### src/rtl/pipe_ctrl_pkg.sv
// pipe_ctrl_pkg: shared types for the RV32 5-stage pipeline controller.
//   stage_t       : stage index F=0 .. W=4, used to index stall/flush vectors
//   N_STAGES      : number of pipeline stages
//   pc_sel_t      : fetch PC source select
//   pctrl_state_t : controller sequencing state (RUN / KILL / TRAP_WAIT)
package pipe_ctrl_pkg;

  typedef enum logic [2:0] {
    F = 3'd0,
    D = 3'd1,
    E = 3'd2,
    M = 3'd3,
    W = 3'd4
  } stage_t;

  localparam int N_STAGES = 5;

  typedef enum logic [1:0] {
    PC_SEQ  = 2'd0,
    PC_BR   = 2'd1,
    PC_TRAP = 2'd2,
    PC_EPC  = 2'd3
  } pc_sel_t;

  // Plain vector plus constants so older code can compare against raw encodings.
  typedef logic [1:0] pctrl_state_t;
  localparam pctrl_state_t RUN       = 2'd0;
  localparam pctrl_state_t KILL      = 2'd1;
  localparam pctrl_state_t TRAP_WAIT = 2'd2;

endpackage

### src/rtl/pipe_ctrl_stall_vec.sv
// pipe_stall_vec: combinational priority / cumulative stall-flush encoder.
// Inputs : raw hazard/redirect/trap requests plus sequencing qualifiers from
//          the controller FSM (br_en, hold_f, drop_f).
// Outputs: per-stage stall/flush, PC load strobe and source, and the
//          accept strobes the FSM uses to pick its next state.
module pipe_stall_vec
  import pipe_ctrl_pkg::*;
(
  input  logic    lu_hazard,
  input  logic    imem_wait,
  input  logic    dmem_wait,
  input  logic    mdu_busy,
  input  logic    br_redirect,
  input  logic    trap_req,
  input  logic    trap_ret,
  input  logic    br_en,      // FSM state allows redirects
  input  logic    hold_f,     // FSM holds F (trap settle window)
  input  logic    drop_f,     // FSM discards the stale fetch in F
  output logic    stall [N_STAGES-1:0],
  output logic    flush [N_STAGES-1:0],
  output logic    pc_load,
  output pc_sel_t pc_sel,
  output logic    br_acc,
  output logic    trap_acc
);

  logic hold_e;

  always_comb begin
    trap_acc = trap_req | trap_ret;
    hold_e   = dmem_wait | mdu_busy;
    br_acc   = 1'b0;
    pc_load  = 1'b0;
    pc_sel   = PC_SEQ;
    for (int i = 0; i < N_STAGES; i++) begin
      stall[i] = 1'b0;
      flush[i] = 1'b0;
    end

    if (trap_acc) begin
      // Trap wipes F..M and outranks every memory/MDU hold.
      for (int i = 0; i < N_STAGES - 1; i++) flush[i] = 1'b1;
      pc_load = 1'b1;
      pc_sel  = trap_req ? PC_TRAP : PC_EPC;
    end else begin
      // Redirect only resolves once E is actually advancing.
      br_acc   = br_en & br_redirect & ~hold_e;
      // Cumulative toward F: a hold at stage k holds every older stage.
      stall[M] = dmem_wait;
      stall[E] = hold_e;
      // D is wrong-path on an accepted redirect, so its load-use hold is moot.
      stall[D] = hold_e | (lu_hazard & ~br_acc);
      stall[F] = hold_e | (lu_hazard & ~br_acc) | imem_wait | hold_f;
      if (br_acc) begin
        flush[F] = 1'b1;
        flush[D] = 1'b1;
        pc_load  = 1'b1;
        pc_sel   = PC_BR;
      end
      if (drop_f) flush[F] = 1'b1;
      // A flushed stage must not also hold.
      for (int i = 0; i < N_STAGES; i++)
        if (flush[i]) stall[i] = 1'b0;
    end
  end

endmodule

### src/rtl/pipe_ctrl.sv
// pipe_ctrl: hazard/sequencing controller for the 5-stage RV32 pipeline.
// Ports:
//   clk, grst                : clock, synchronous active-high reset
//   lu_hazard .. trap_ret    : hazard, redirect and trap requests
//   stall[], flush[]         : per-stage hold / clear for every pbuffer
//   pc_load, pc_sel          : fetch PC load strobe and source
//   state                    : current sequencing state (debug)
//   stall_cyc, flush_evt     : saturating perf counters, only when
//                              PIPE_CTRL_PERF_EN is defined
// Sequencing: KILL discards a fetch still in flight when a redirect lands;
// TRAP_WAIT holds F for TRAP_CYCLES after a trap/return while CSRs settle.
module pipe_ctrl
  import pipe_ctrl_pkg::*;
#(
  parameter int TRAP_CYCLES = 2,   // legal 1..15
  parameter int CNT_W       = 32
) (
  input  logic         clk,
  input  logic         grst,
  input  logic         lu_hazard,
  input  logic         imem_wait,
  input  logic         dmem_wait,
  input  logic         mdu_busy,
  input  logic         br_redirect,
  input  logic         trap_req,
  input  logic         trap_ret,
  output logic         stall [N_STAGES-1:0],
  output logic         flush [N_STAGES-1:0],
  output logic         pc_load,
  output pc_sel_t      pc_sel,
`ifdef PIPE_CTRL_PERF_EN
  output logic [CNT_W-1:0] stall_cyc,
  output logic [CNT_W-1:0] flush_evt,
`endif
  output pctrl_state_t state
);

  localparam logic [3:0] TRAP_CNT_INIT = 4'(TRAP_CYCLES - 1);

  // Out-of-range parameters leave this empty block as a marker in elaboration.
  if (TRAP_CYCLES < 1 || TRAP_CYCLES > 15 || CNT_W < 1) begin : g_bad_param
  end

  pctrl_state_t state_q, state_d;
  logic [3:0]   cnt_q, cnt_d;
  logic         infl_q, infl_d;   // fetch issued before the trap still pending

  logic    br_en, hold_f, drop_f;
  logic    enc_stall [N_STAGES-1:0];
  logic    enc_flush [N_STAGES-1:0];
  logic    enc_pc_load, br_acc, trap_acc;
  pc_sel_t enc_pc_sel;

  always_comb begin
    br_en  = (state_q != TRAP_WAIT);
    hold_f = 1'b0;
    drop_f = 1'b0;
    case (state_q)
      // F is already held by imem_wait itself; discard once the response lands.
      KILL:      drop_f = ~imem_wait;
      TRAP_WAIT: begin
        hold_f = 1'b1;
        drop_f = infl_q & ~imem_wait;
      end
      default: ;
    endcase
  end

  pipe_stall_vec u_enc (
    .lu_hazard   (lu_hazard),
    .imem_wait   (imem_wait),
    .dmem_wait   (dmem_wait),
    .mdu_busy    (mdu_busy),
    .br_redirect (br_redirect),
    .trap_req    (trap_req),
    .trap_ret    (trap_ret),
    .br_en       (br_en),
    .hold_f      (hold_f),
    .drop_f      (drop_f),
    .stall       (enc_stall),
    .flush       (enc_flush),
    .pc_load     (enc_pc_load),
    .pc_sel      (enc_pc_sel),
    .br_acc      (br_acc),
    .trap_acc    (trap_acc)
  );

  always_comb begin
    state_d = state_q;
    cnt_d   = cnt_q;
    infl_d  = infl_q;
    if (trap_acc) begin
      state_d = TRAP_WAIT;
      cnt_d   = TRAP_CNT_INIT;
      infl_d  = imem_wait;
    end else begin
      case (state_q)
        RUN:  state_d = (br_acc & imem_wait) ? KILL : RUN;
        KILL: state_d = imem_wait ? KILL : RUN;
        TRAP_WAIT: begin
          if (cnt_q != 4'd0)         cnt_d  = cnt_q - 4'd1;
          if (infl_q && !imem_wait)  infl_d = 1'b0;
          // Leave only when the window is done and no stale fetch remains.
          if (cnt_q == 4'd0 && (!infl_q || !imem_wait)) state_d = RUN;
        end
        default: state_d = RUN;
      endcase
    end
  end

  always_ff @(posedge clk) begin
    if (grst) begin
      state_q <= RUN;
      cnt_q   <= 4'd0;
      infl_q  <= 1'b0;
    end else begin
      state_q <= state_d;
      cnt_q   <= cnt_d;
      infl_q  <= infl_d;
    end
  end

  // Reset forces a quiet, fully flushed pipeline regardless of requests.
  always_comb begin
    pc_load = grst ? 1'b0 : enc_pc_load;
    pc_sel  = grst ? PC_SEQ : enc_pc_sel;
    for (int i = 0; i < N_STAGES; i++) begin
      stall[i] = grst ? 1'b0 : enc_stall[i];
      flush[i] = grst ? 1'b1 : enc_flush[i];
    end
  end

  assign state = state_q;

`ifdef PIPE_CTRL_PERF_EN
  logic [CNT_W-1:0] stall_cyc_q, stall_cyc_d;
  logic [CNT_W-1:0] flush_evt_q, flush_evt_d;

  always_comb begin
    stall_cyc_d = stall_cyc_q;
    flush_evt_d = flush_evt_q;
    if (stall[F] && stall_cyc_q != '1) stall_cyc_d = stall_cyc_q + 1'b1;
    if (flush[D] && flush_evt_q != '1) flush_evt_d = flush_evt_q + 1'b1;
  end

  always_ff @(posedge clk) begin
    if (grst) begin
      stall_cyc_q <= '0;
      flush_evt_q <= '0;
    end else begin
      stall_cyc_q <= stall_cyc_d;
      flush_evt_q <= flush_evt_d;
    end
  end

  assign stall_cyc = stall_cyc_q;
  assign flush_evt = flush_evt_q;
`endif

endmodule

### config.mk
export PLATFORM = sky130hd
export DESIGN_NAME = pipe_ctrl
export DESIGN_NICKNAME = d
export VERILOG_FILES = /design/src/rtl/pipe_ctrl_pkg.sv /design/src/rtl/pipe_ctrl_stall_vec.sv /design/src/rtl/pipe_ctrl.sv
export SDC_FILE = /design/constraint.sdc
export NUM_CORES = 1
export LEC_CHECK = 0
export BUFFER_PORTS_ARGS = -buffer_cell sky130_fd_sc_hd__buf_2
export CAP_MARGIN = 40
export CORE_MARGIN = 5
export CORE_UTILIZATION = 40
export DETAILED_ROUTE_END_ITERATION = 7
export GPL_TIMING_DRIVEN = 0
export PLACE_DENSITY_LB_ADDON = 0.1
export SLEW_MARGIN = 20
export SYNTH_ARGS = -nofsm -noshare
export SYNTH_HDL_FRONTEND = slang
export SYNTH_SLANG_ARGS = --single-unit
### constraint.sdc
create_clock -name clk -period 4.6 [get_ports clk]
set_input_delay 0.92 -clock clk [delete_from_list [all_inputs] [get_ports clk]]
set_output_delay 0.92 -clock clk [all_outputs]
set_load 0.005 [all_outputs]
==> flow_metrics.env <==
export IMPL_dp_hpwl_um=1060
export IMPL_fin_tns_setup_ns=0
export IMPL_ys_ff_latch=7
export IMPL_synth_top_area_share_pct=24.67
export IMPL_p_sw_share_pct=30.07
export IMPL_diodes=0
export IMPL_grt_overflow=0
export IMPL_routedWlPerCell_um=12.19
export IMPL_drv_cap=0
export IMPL_htree_levels=1
export IMPL_worstHoldPathType="reg -> reg"
export IMPL_postLayoutCellArea_um2=723.2
export IMPL_cp_max_fo=4
export IMPL_cts_root_buf="clkbuf_4"
export IMPL_cts_resized_gates=0
export IMPL_clock_latency_ns=0.26
export IMPL_yosys_top_cells_area="dfxtp_1 25%, ha_1 8.8%, a21oi_1 5.3%"
export IMPL_num_io_pins=24
export IMPL_max_stage_delay_ns=0.54
export IMPL_rsz0062_at_grt="no"
export IMPL_crit_required_ns=3.68
export IMPL_criticalPathCategory="in -> out"
export IMPL_cts_hold_buffers=0
export IMPL_antenna_found_initial=0
export IMPL_timing_final_max_slew_violations=0
export IMPL_r2r_slack_ns=2.99
export IMPL_firstDrtPassIters=4
export IMPL_crit_chain="buf_2 -> or4b_4 -> a21oi_2 -> and2b_1 -> buf_2"
export IMPL_core_area_mm2=0.001318
export IMPL_vias=570
export IMPL_post_dp_cell_area_um2=696.9
export IMPL_port_buffers=22
export IMPL_ir_drop_mv=0.1481
export IMPL_postCtsSetupBuffers=0
export IMPL_path_buf_inv=2
export IMPL_drc=0
export IMPL_yosysSeqAreaShare_pct=24.67
export IMPL_seq_power_share_pct=39.3
export IMPL_gp_congestion=0.7927
export IMPL_clk_pin_slew_worst_paths_ns=0.06
export IMPL_status="finished clean"
export IMPL_internal_power_w=0.0001166
export IMPL_comb_power_share_pct=25.9
export IMPL_endpoint_kind="output pin"
export IMPL_mostFrequentLayoutCell="buf_2"
export IMPL_worstPathArrival_ns=1.97
export IMPL_final_antenna_net_count=0
export IMPL_synth_cell_types=31
export IMPL_setup_viol=0
export IMPL_max_freq_mhz=345.9
export IMPL_grt_pass1_wl_um=2187
export IMPL_cts_buffer_depth=2
export IMPL_yosys_area_top_type="dfxtp_1"
export IMPL_die_area_mm2=0.002274
export IMPL_fin_crit_sh_pct=62.84
export IMPL_mostFrequentLayoutCells="22 x buf_2, 7 x inv_1, 7 x nor2_1, 7 x dfxtp_1"
export IMPL_cp_common_cell="buf_2"
export IMPL_grt_usage_pct=14.08
export IMPL_routed_wl_um=1329
export IMPL_numCtsBuffers=3
export IMPL_grt_max_degree=11
export IMPL_dpl_cell_count=105
export IMPL_ys_warn_count=0
export IMPL_drt_first_iter_violations=11
export IMPL_min_period_ns=2.891
export IMPL_grt_pass1_vias=531
export IMPL_p_sw_w=0.00005015
export IMPL_syn_area_per_cell_um2=8.354
export IMPL_cp_slowest_cell="or4b_4"
export IMPL_synth_cells=68
export IMPL_drive_gt1_share_pct=42.55
export IMPL_cts_sinks=7
export IMPL_initial_core_util_pct=43.11
export IMPL_nNetsFinal=108
export IMPL_leakagePower_nw=0.3325
export IMPL_via_per_inst=5.229
export IMPL_netlist_area_um2=568.0
export IMPL_std_cell_rows=13
export IMPL_fin_cells=109
export IMPL_worstSetupStartpointType="input pin"
export IMPL_power_density_mw_per_mm2=230.6
export IMPL_final_util_pct=54.89
export IMPL_die_width_um=47.69
export IMPL_tritoncts="built"
export IMPL_die_h_um=47.69
export IMPL_finalHoldViolations=0
export IMPL_final_setup_skew_ns=0.002310
export IMPL_area_growth_pct=27.31
export IMPL_cp_top_family="simple AND/OR/NAND/NOR gates"
export IMPL_finalPower_w=0.0001668
export IMPL_synth_nets=81
export IMPL_power_frac_clock_pct=34.8
[metrics by stage]
| step | hold WS, ns | setup slack (ns) |
|---|---|---|
| finish | 0.5034 | 1.709 |
| global route | 0.5397 | 1.601 |
| CTS | 0.5103 | 1.707 |
| detailed placement | 0.4967 | 1.711 |
| global placement | 0.4881 | 1.707 |
| floorplan | 0.4552 | 1.930 |
[metal layers]
metal	track usage, %	vias up	wire (um)
li1	-	294	-
met1	15.11	254	560
met2	22.96	20	659
met3	7.143	2	99
met4	6.452	0	9
met5	0	-	0
[synth_stat cells]
master     number
a2111oi_4       1
a211o_1         1
a211oi_1        1
a21bo_2         1
a21oi_1         6
a21oi_2         1
a311oi_1        1
a41o_2          1
a41oi_1         1
and2_1          1
and2b_1         1
and3_2          1
and4_2          1
buf_4           3
buf_6           2
conb_1          1
dfxtp_1         7
ha_1            4
inv_1           7
inv_2           1
nand2_1         3
nand2b_1        1
nor2_1          7
nor3_1          6
nor3_2          2
o22ai_1         1
o311ai_0        1
o32ai_1         1
or3_1           1
or3b_1          1
or4b_4          1
[cells by family (layout without fill, tap and decap cells)]
logic type / after synthesis / count (layout) / synth area share [%]
other: 1 / 1 / 0.6602
AO/OA/AOI/OAI: 17 / 17 / 25.55
buffers and inverters: 13 / 39 / 13.22
AND/OR/NAND/NOR: 26 / 26 / 27.10
flip-flops: 7 / 7 / 24.67
adder cells (fa/ha/maj): 4 / 4 / 8.811
[area by class of cell]
| class | count | area, um2 |
|---|---|---|
| flip-flops and latches | 7 | 140.1 |
| plain buffers | 5 | 45.04 |
| inverters | 8 | 30.03 |
| well taps | 15 | 18.77 |
| clock buffers | 4 | 26.28 |
| multi-input cells | 48 | 352.8 |
| repair buffers | 22 | 110.1 |
| fillers | 128 | 594.3 |
[power groups by stage]
stage / Sequential (W) / Clock (W) / Combinational [W]
2_1_floorplan: 0.0000665 / 0 / 0.0000266
3_3_place_gp: 0.0000669 / 0 / 0.0000427
3_5_place_dp: 0.0000669 / 0 / 0.0000431
4_1_cts: 0.0000655 / 0.0000608 / 0.0000433
5_1_grt: 0.0000659 / 0.0000651 / 0.0000484
6_report: 0.0000655 / 0.0000581 / 0.0000432
[final timing paths]
| path | from | end | cells after the start |
|---|---|---|---|
| worst min register to register | cnt_q[2] | cnt_q[2] | 2 |
| worst max register to register | cnt_q[0] | cnt_q[0] | 6 |
| worst max-delay path | mdu_busy | pc_sel[0] | 5 |
| worst min-delay path | cnt_q[2] | cnt_q[2] | 2 |
[tightest hold or removal path, delay by kind of cell, from the launching register on]
family | cells | cell delay, ns
AOI/OAI and AO/OA | 1 | 0.05
DFF | 1 | 0.33
and+or+nand+nor | 1 | 0.07
[state kept, by name, summed over array words and instances, names as in the netlist]
| register | count |
|---|---|
| infl_q | 1 |
| cnt_q | 4 |
| state | 2 |
No activity file was read; power rests on OpenSTA's default activity.
